$ cat src/rtl/clk_gen_tap_sel_ctrl.sv
// Tap-select controller for the tunable clock generator: holds the ring-oscillator
// tap index and moves it by direct jump or one-tap slew with a settle interval per step.
module clk_gen_tap_sel_ctrl #(
    parameter int SEL_W      = 4,
    parameter int SETTLE_CYC = 8,
    parameter int RESET_SEL  = 0
) (
    input  logic                  clk_i,
    input  logic                  reset_i,
    input  logic [(2**SEL_W)-1:0] taps_i,
    input  logic [SEL_W-1:0]      tgt_sel_i,
    input  logic                  tgt_mode_i,
    input  logic                  tgt_v_i,
    output logic                  tgt_ready_o,
    output logic [SEL_W-1:0]      sel_o,
    output logic                  busy_o,
    output logic                  done_o,
    output logic                  clk_o
);

    localparam int N     = 2**SEL_W;
    localparam int CNT_W = $clog2(SETTLE_CYC + 1);
    localparam logic [CNT_W-1:0] CNT_RELOAD = CNT_W'(SETTLE_CYC - 1);
    localparam logic [CNT_W-1:0] CNT_ZERO   = CNT_W'(0);
    localparam logic [SEL_W-1:0] SEL_RST    = SEL_W'(RESET_SEL);

    typedef enum logic [0:0] {
        ST_IDLE   = 1'b0,
        ST_SETTLE = 1'b1
    } state_t;

    state_t           state_q, state_d;
    logic [SEL_W-1:0] sel_q, sel_d;
    logic [SEL_W-1:0] tgt_q, tgt_d;
    logic             mode_q, mode_d;
    logic [CNT_W-1:0] cnt_q, cnt_d;
    logic             done_q, done_d;
    logic [N-1:0]     mux_cur_s;
    logic [N-1:0]     mux_nxt_s;

    // Move one tap toward the target; never wraps between 0 and N-1.
    function automatic logic [SEL_W-1:0] step_toward(input logic [SEL_W-1:0] cur,
                                                     input logic [SEL_W-1:0] tgt);
        logic [SEL_W-1:0] nxt;
        if (tgt > cur) begin
            nxt = cur + SEL_W'(1);
        end else if (tgt < cur) begin
            nxt = cur - SEL_W'(1);
        end else begin
            nxt = cur;
        end
        return nxt;
    endfunction

    // State register with asynchronous reset to the power-on select.
    always_ff @(posedge clk_i or posedge reset_i) begin
        if (reset_i) begin
            state_q <= ST_IDLE;
            sel_q   <= SEL_RST;
            tgt_q   <= SEL_RST;
            mode_q  <= 1'b0;
            cnt_q   <= CNT_ZERO;
            done_q  <= 1'b0;
        end else begin
            state_q <= state_d;
            sel_q   <= sel_d;
            tgt_q   <= tgt_d;
            mode_q  <= mode_d;
            cnt_q   <= cnt_d;
            done_q  <= done_d;
        end
    end

    // Next-state logic: accept in IDLE, count down and step in SETTLE.
    always_comb begin
        state_d = state_q;
        sel_d   = sel_q;
        tgt_d   = tgt_q;
        mode_d  = mode_q;
        cnt_d   = cnt_q;
        done_d  = 1'b0;
        case (state_q)
            ST_IDLE: begin
                if (tgt_v_i) begin
                    tgt_d  = tgt_sel_i;
                    mode_d = tgt_mode_i;
                    if (tgt_sel_i == sel_q) begin
                        done_d = 1'b1;
                    end else begin
                        if (tgt_mode_i) begin
                            sel_d = step_toward(sel_q, tgt_sel_i);
                        end else begin
                            sel_d = tgt_sel_i;
                        end
                        cnt_d   = CNT_RELOAD;
                        state_d = ST_SETTLE;
                    end
                end else begin
                    state_d = ST_IDLE;
                end
            end
            ST_SETTLE: begin
                if (cnt_q != CNT_ZERO) begin
                    cnt_d = cnt_q - CNT_W'(1);
                end else if (sel_q == tgt_q) begin
                    state_d = ST_IDLE;
                    done_d  = 1'b1;
                end else begin
                    // Only slew requests reach this point; a jump lands on target at accept.
                    if (mode_q) begin
                        sel_d = step_toward(sel_q, tgt_q);
                    end else begin
                        sel_d = tgt_q;
                    end
                    cnt_d = CNT_RELOAD;
                end
            end
            default: begin
                state_d = ST_IDLE;
            end
        endcase
    end

    // Handshake and status outputs decoded from the registered state.
    always_comb begin
        tgt_ready_o = 1'b0;
        busy_o      = 1'b0;
        case (state_q)
            ST_IDLE: begin
                tgt_ready_o = 1'b1;
                busy_o      = 1'b0;
            end
            ST_SETTLE: begin
                tgt_ready_o = 1'b0;
                busy_o      = 1'b1;
            end
            default: begin
                tgt_ready_o = 1'b0;
                busy_o      = 1'b0;
            end
        endcase
    end

    assign sel_o  = sel_q;
    assign done_o = done_q;

    // Non-inverting binary 2:1 mux tree, select LSB resolving the leaf pairs.
    always_comb begin
        mux_cur_s = taps_i;
        mux_nxt_s = {N{1'b0}};
        for (int d = 0; d < SEL_W; d++) begin
            mux_nxt_s = {N{1'b0}};
            for (int j = 0; j < N / 2; j++) begin
                if (sel_q[d]) begin
                    mux_nxt_s[j] = mux_cur_s[2*j+1];
                end else begin
                    mux_nxt_s[j] = mux_cur_s[2*j];
                end
            end
            mux_cur_s = mux_nxt_s;
        end
        clk_o = mux_cur_s[0];
    end

endmodule

$ cat config.mk
export PLATFORM = sky130hd
export DESIGN_NAME = clk_gen_tap_sel_ctrl
export DESIGN_NICKNAME = d
export VERILOG_FILES = /design/src/rtl/clk_gen_tap_sel_ctrl.sv
export SDC_FILE = /design/constraint.sdc
export NUM_CORES = 1
export LEC_CHECK = 0
export ABC_AREA = 0
export CAP_MARGIN = 20
export CORE_ASPECT_RATIO = 1.1
export CORE_MARGIN = 5
export CORE_UTILIZATION = 25
export CTS_CLUSTER_SIZE = 8
export DETAILED_ROUTE_END_ITERATION = 8
export PLACE_DENSITY_LB_ADDON = 0.12
export SYNTH_ARGS = -nofsm -noshare
export SYNTH_HDL_FRONTEND = slang
export SYNTH_SLANG_ARGS = --single-unit
$ cat constraint.sdc
create_clock -name clk_i -period 2 [get_ports clk_i]
set_clock_uncertainty 0.05 [all_clocks]
set_input_delay 0.3 -clock clk_i [delete_from_list [all_inputs] [get_ports clk_i]]
set_output_delay 0.3 -clock clk_i [all_outputs]
set_load 0.01 [all_outputs]
[Word-level counts from Yosys, hierarchy flattened]
Index checks and enable logic that the tools add are counted.
Cells by class
  add/subtract/negate cells: 3
  multipliers: 0
  divide/modulo/power cells: 0
  magnitude comparators: 4
  equality and inequality tests: 9
  shifts and indexed selects: 0
  mux-type cells: 43
  bitwise logic cells: 1
  reductions and logical operators: 4
Operators with widths (number)
  $mux W4: 14
  $mux W1: 23
  $pmux W4 S2: 2
  $eq A4 B4 Y1: 2
  $gt A4 B4 Y1: 2
  $lt A4 B4 Y1: 2
  $ne A2 B2 Y1 const B: 4
  $pmux W1 S2: 4
  $sub A4 B1 Y4 const B: 2
  $reduce_and A6 Y1: 1
  $add A4 B1 Y4 const B: 1
  $ne A4 B2 Y1 const B: 1
  $ne A4 B4 Y1 const B: 1
  $reduce_bool A4 Y1: 1
  $ne A3 B3 Y1 const B: 1
  $reduce_and A3 Y1: 1
  $reduce_and A2 Y1: 1
  $not A1 Y1: 1
Word-level totals
  bits in registers: 15
  latch bits: 0
  RAM bits: 0
  ROM bits: 0
  input port bits: 24
  output and inout bits: 8
  memories kept: 0

[Depth between registers and ports, before layout]
  depth in word-level cells: 7
  gate-level depth with buffers: 9
  mapped depth without buffers: 8

[Worst setup path after synthesis]
No wires, ideal clock.
  path kind: reg-to-reg
  from: reg sel_q[2], in the netlist sel_o[2]
  to: reg sel_q[3], in the netlist sel_o[3]
  setup time: 0.120 ns
  arrival: 2.045 ns
  data required time: 1.830 ns
  slack: -0.215 ns
  stages on the path, launching flop included: 10
  clock period less this slack: 2.215 ns
  cell sequence: dfrtp_1 -> buf_2 -> inv_1 -> ha_1 -> a211o_1 -> o221ai_4 -> mux2i_1 -> xnor2_1 -> nand3_1 -> and3_1
Between the ends
  cells in the longest elaborated chain, start to end: 7
Ends and longest elaborated chain
  start, declared: RTL line 33  | logic [SEL_W-1:0] sel_q, sel_d;
  start signal, assigned: RTL line 66  | sel_q <= sel_d;
  $sub A4 B1 Y4: RTL line 48  | nxt = cur - SEL_W'(1);
  $mux W4: RTL line 47  | end else if (tgt < cur) begin
  $mux W4: RTL line 45  | if (tgt > cur) begin
  $mux W4 (on tied branches): RTL line 110, 90
  $mux W4 (on tied branches): RTL line 105, 87
  $mux W4 (on tied branches): RTL line 103, 84
  $pmux W4 S2: RTL line 82  | case (state_q)
Parallel ways exist; a longest one is shown, timed or not. The select of a mux whose other input is x is not followed.
A chain may end at the register's enable or synchronous reset.

[Worst setup path after layout]
  from: reg sel_q[1], in the netlist sel_o[1]
  to: out clk_o
Between the ends
  cells in the longest elaborated chain, start to end: 3
Ends and longest elaborated chain
  $mux W1 (2 in a row): RTL line 154  | if (sel_q[d]) begin
  $mux W1 (*): RTL line 154
  end, declared: RTL line 18  | output logic clk_o
Every way passes the cells marked *; elsewhere a longest branch is shown, timed or not.

==> run_results.csv <==
group,metric,value,unit
logic_synthesis,synth_top_family_by_area,"simple AND/OR/NAND/NOR gates",
finish,syn_to_final_growth,60.38,%
clocking,cts_root_buf,"clkbuf_8",
place,place_congestion,0.8067,
drt,wirelength,3829,um
clocking,cts_inserted_buffers,3,
sta,fmax,454.7,MHz
drt,wire_per_inst,14.96,um
drt,vias,1222,
clocking,clock_sink_count,15,
floorplan,fp.dieArea,6561,um^2
clocking,tritoncts,"built",
drt,drc,0,
logic_synthesis,synth_fp_nets,171,
worst_setup_path,arrival,1850,ps
logic_synthesis,synth_flop_cell,"dfrtp_1",
place,port_buffers,31,
sta,rsz0062_at_grt,"true",
worst_setup_path,cp_max_fo,5,
sta,slew_headroom,60.98,%
clocking,clkSlewWorstSetupHoldPaths,70,ps
clocking,cts-hold-fix-buffers,0,
outcome,violations,"negative setup slack",
logic_synthesis,synth-xor-area-share,4.171,%
finish,layout.nets,234,
worst_setup_path,r2r-start,"sel_o[2]",
worst_setup_path,slowest_stage,"mux4_2",
drt,drtIter0Drc,60,
logic_synthesis,synth.most_common_cell,"nand2_1",
sta,hold_viol,0,
logic_synthesis,synth_edf_count,0,
floorplan,die_w,77.69,um
floorplan,die_h,84.46,um
global_routing,grt_pass1_wl,6244,um
drt,dr_wl_met3,84,um
drt,dr.pass1.iters,4,
finish,fin_area,2021,um^2
worst_setup_path,crit_chain,"buf_4, buf_12, mux4_2, mux4_2, buf_6",
logic_synthesis,yosysTopAreaCell,"dfrtp_1",
clocking,htreeDepth,1,
sta,holdWs,357.9,ps
sta,min_period,2199,ps
global_routing,antenna_found_initial,0,
logic_synthesis,ys_warn_count,0,
drt,ant_nets,0,
logic_synthesis,synth.avg_cell_area,9.264,um^2
power_and_ir_drop,combPwrFrac,72.3,%
clocking,worstSkewPairLatency,250,ps
logic_synthesis,synth_compound_area_share,16.78,%
power_and_ir_drop,p_seq_share,19.6,%
worst_setup_path,cp_slowest_stage_delay,480,ps
logic_synthesis,netlist_area,1260,um^2
logic_synthesis,yosys-top-cells-count,"16 x nand2_1, 15 x dfrtp_1, 13 x inv_1, 13 x o21ai_0, 11 x ha_1",
sta,setup_violations,3,
finish,fin_util,40.69,%
sta,fin_ws,-199.1,ps
finish,nFillCells,502,
power_and_ir_drop,sw_frac_of_total,40.95,%
place,place_ws,-525.1,ps
sta,worst_pin_slew,584.6,ps
power_and_ir_drop,p_int,1.791,mW
floorplan,initial_core_util,25.37,%
sta,maxSlewViolCount,0,
logic_synthesis,yosysSeqAreaShare,29.79,%
logic_synthesis,muxShareOfSynthArea,14.20,%
logic_synthesis,async_reset_ff_share,100.0,%
global_routing,grt_max_degree,16,
outcome,status,"finished with violations",
logic_synthesis,synthSimpleGateAreaFrac,16.78,%
global_routing,grt_pass1_vias,1342,
floorplan,fp-row-count,27,
logic_synthesis,ys_ff_latch,15,
place,dpl.cell_count,246,
floorplan,core_area,4966,um^2
power_and_ir_drop,vdd_drop_max,0.0006556,V
logic_synthesis,synth_top_area_share,29.79,%
flow_run,max_cap_violations,0,
finish,insertedDiodeCount,0,
worst_setup_path,cp.required,1650,ps
worst_setup_path,path_delay_family,"multiplexers",
logic_synthesis,synthTopCellsByArea,"dfrtp_1 30%, ha_1 11%, mux4_1 8.3%",
worst_setup_path,crit_type,"flop to output port",
drt,met2_length,2016,um
logic_synthesis,syn_inst,136,
place,place_area,1831,um^2
clocking,cts_buffer_depth,2,
power_and_ir_drop,p_sw,1.242,mW
power_and_ir_drop,cellLeakagePower,0.8859,nW
drt,top_layer_used,"met4",
hold_path,hp-class,"input port to async pin",
logic_synthesis,synthAdderAreaFrac,10.92,%
worst_setup_path,crit_path_end_kind,"output port",
global_routing,grt_overflow_total,0,
worst_setup_path,crit_path_start_kind,"flop",
logic_synthesis,ys_types,37,
power_and_ir_drop,p_clk_share,8.1,%
worst_setup_path,crit_top_cell,"mux4_2",
worst_setup_path,path_buf_inv,3,
place,dp_hpwl,3083,um
worst_setup_path,startpoint,"sel_o[1]",
floorplan,io_pins,32,
drt,wirelength_met1,1691,um
sta,fin_crit_sh,110.0,%
finish,drive_gt1_share,35.86,%
drt,via_per_inst,4.773,
finish,instances_no_fill,256,
global_routing,grt_use_total,11.71,%
power_and_ir_drop,powerDensity,1501,nW/um^2
## final cells by class
class / count / area, um^2 / share of cell area [%]
multi-input cells: 102 / 880.8 / 43.59
flip-flops and latches: 15 / 377.9 / 18.70
clock inverters: 1 / 5.005 / 0.2477
well taps: 58 / 72.57 / 3.591
repair buffers: 64 / 589.3 / 29.16
clock buffers: 3 / 41.29 / 2.043
inverters: 13 / 53.80 / 2.663
## cell families after synthesis
| family | Yosys count |
|---|---|
| and+or+nand+nor | 43 |
| AOI/OAI and AO/OA | 32 |
| buffers and inverters | 19 |
| DFF | 15 |
| adders and majority gates | 11 |
| muxes | 10 |
| xor gates and xnor gates | 6 |
## registers in the layout, indices dropped and copies added (netlist names)
signal,flops
state_q,1
sel_o,4
done_o,1
cnt_q,4
mode_q,1
tgt_q,4
## final timing paths
path | to | slack (ps) | cells past startpoint
max in group asynchronous | sel_o[1] | 1130 | 2
hold reg to reg | cnt_q[2] | 470 | 1
setup / recovery | clk_o | -200 | 5
min in group clk_i | tgt_q[1] | 420 | 4
setup reg to reg | sel_o[3] | -120 | 9
hold / removal | cnt_q[1] | 360 | 2
## stage by stage
stage / power (mW) / TNS, ps
2_1_floorplan: 1.736 / -65.09
3_3_place_gp: 2.435 / -2718
3_5_place_dp: 2.460 / -2972
4_1_cts: 2.801 / -530.7
5_1_grt: 3.285 / -756.6
6_report: 3.032 / -386.3
## placed cells by master (no fill, tap or decap), types with 5 or more instances in the layout
cell type	synthesis	final
o21ai_0	13	9
mux4_2	1	5
xnor2_1	6	5
nor2_1	8	5
dfrtp_1	15	13
ha_1	11	8
a21oi_1	7	5
inv_1	13	9
nand2_1	16	14
buf_6	2	6
nor3_1	7	7
buf_4	1	27
clkdlybuf4s50_1	0	26
## per-layer routing
metal  vias up  GRT usage, %
li1        609             -
met1       587         14.09
met2        22         21.03
met3         4         1.717
met4         0         3.750
met5         -             0
## repair_timing
action | 4_1_cts | 5_1_grt
buffers inserted | 3 | 5
setup endpoints to repair | 10 | 9
gates resized for setup | 22 | 26
pin swaps | 6 | 10
## power by group through the flow
stage | clock [mW] | sequential, mW | combinational (mW)
finish | 0.247 | 0.594 | 2.19
global route | 0.271 | 0.618 | 2.40
CTS | 0.254 | 0.594 | 1.95
detailed placement | 0 | 0.590 | 1.87
global placement | 0 | 0.589 | 1.85
floorplan | 0 | 0.569 | 1.17
No activity file was read; power rests on OpenSTA's default activity.
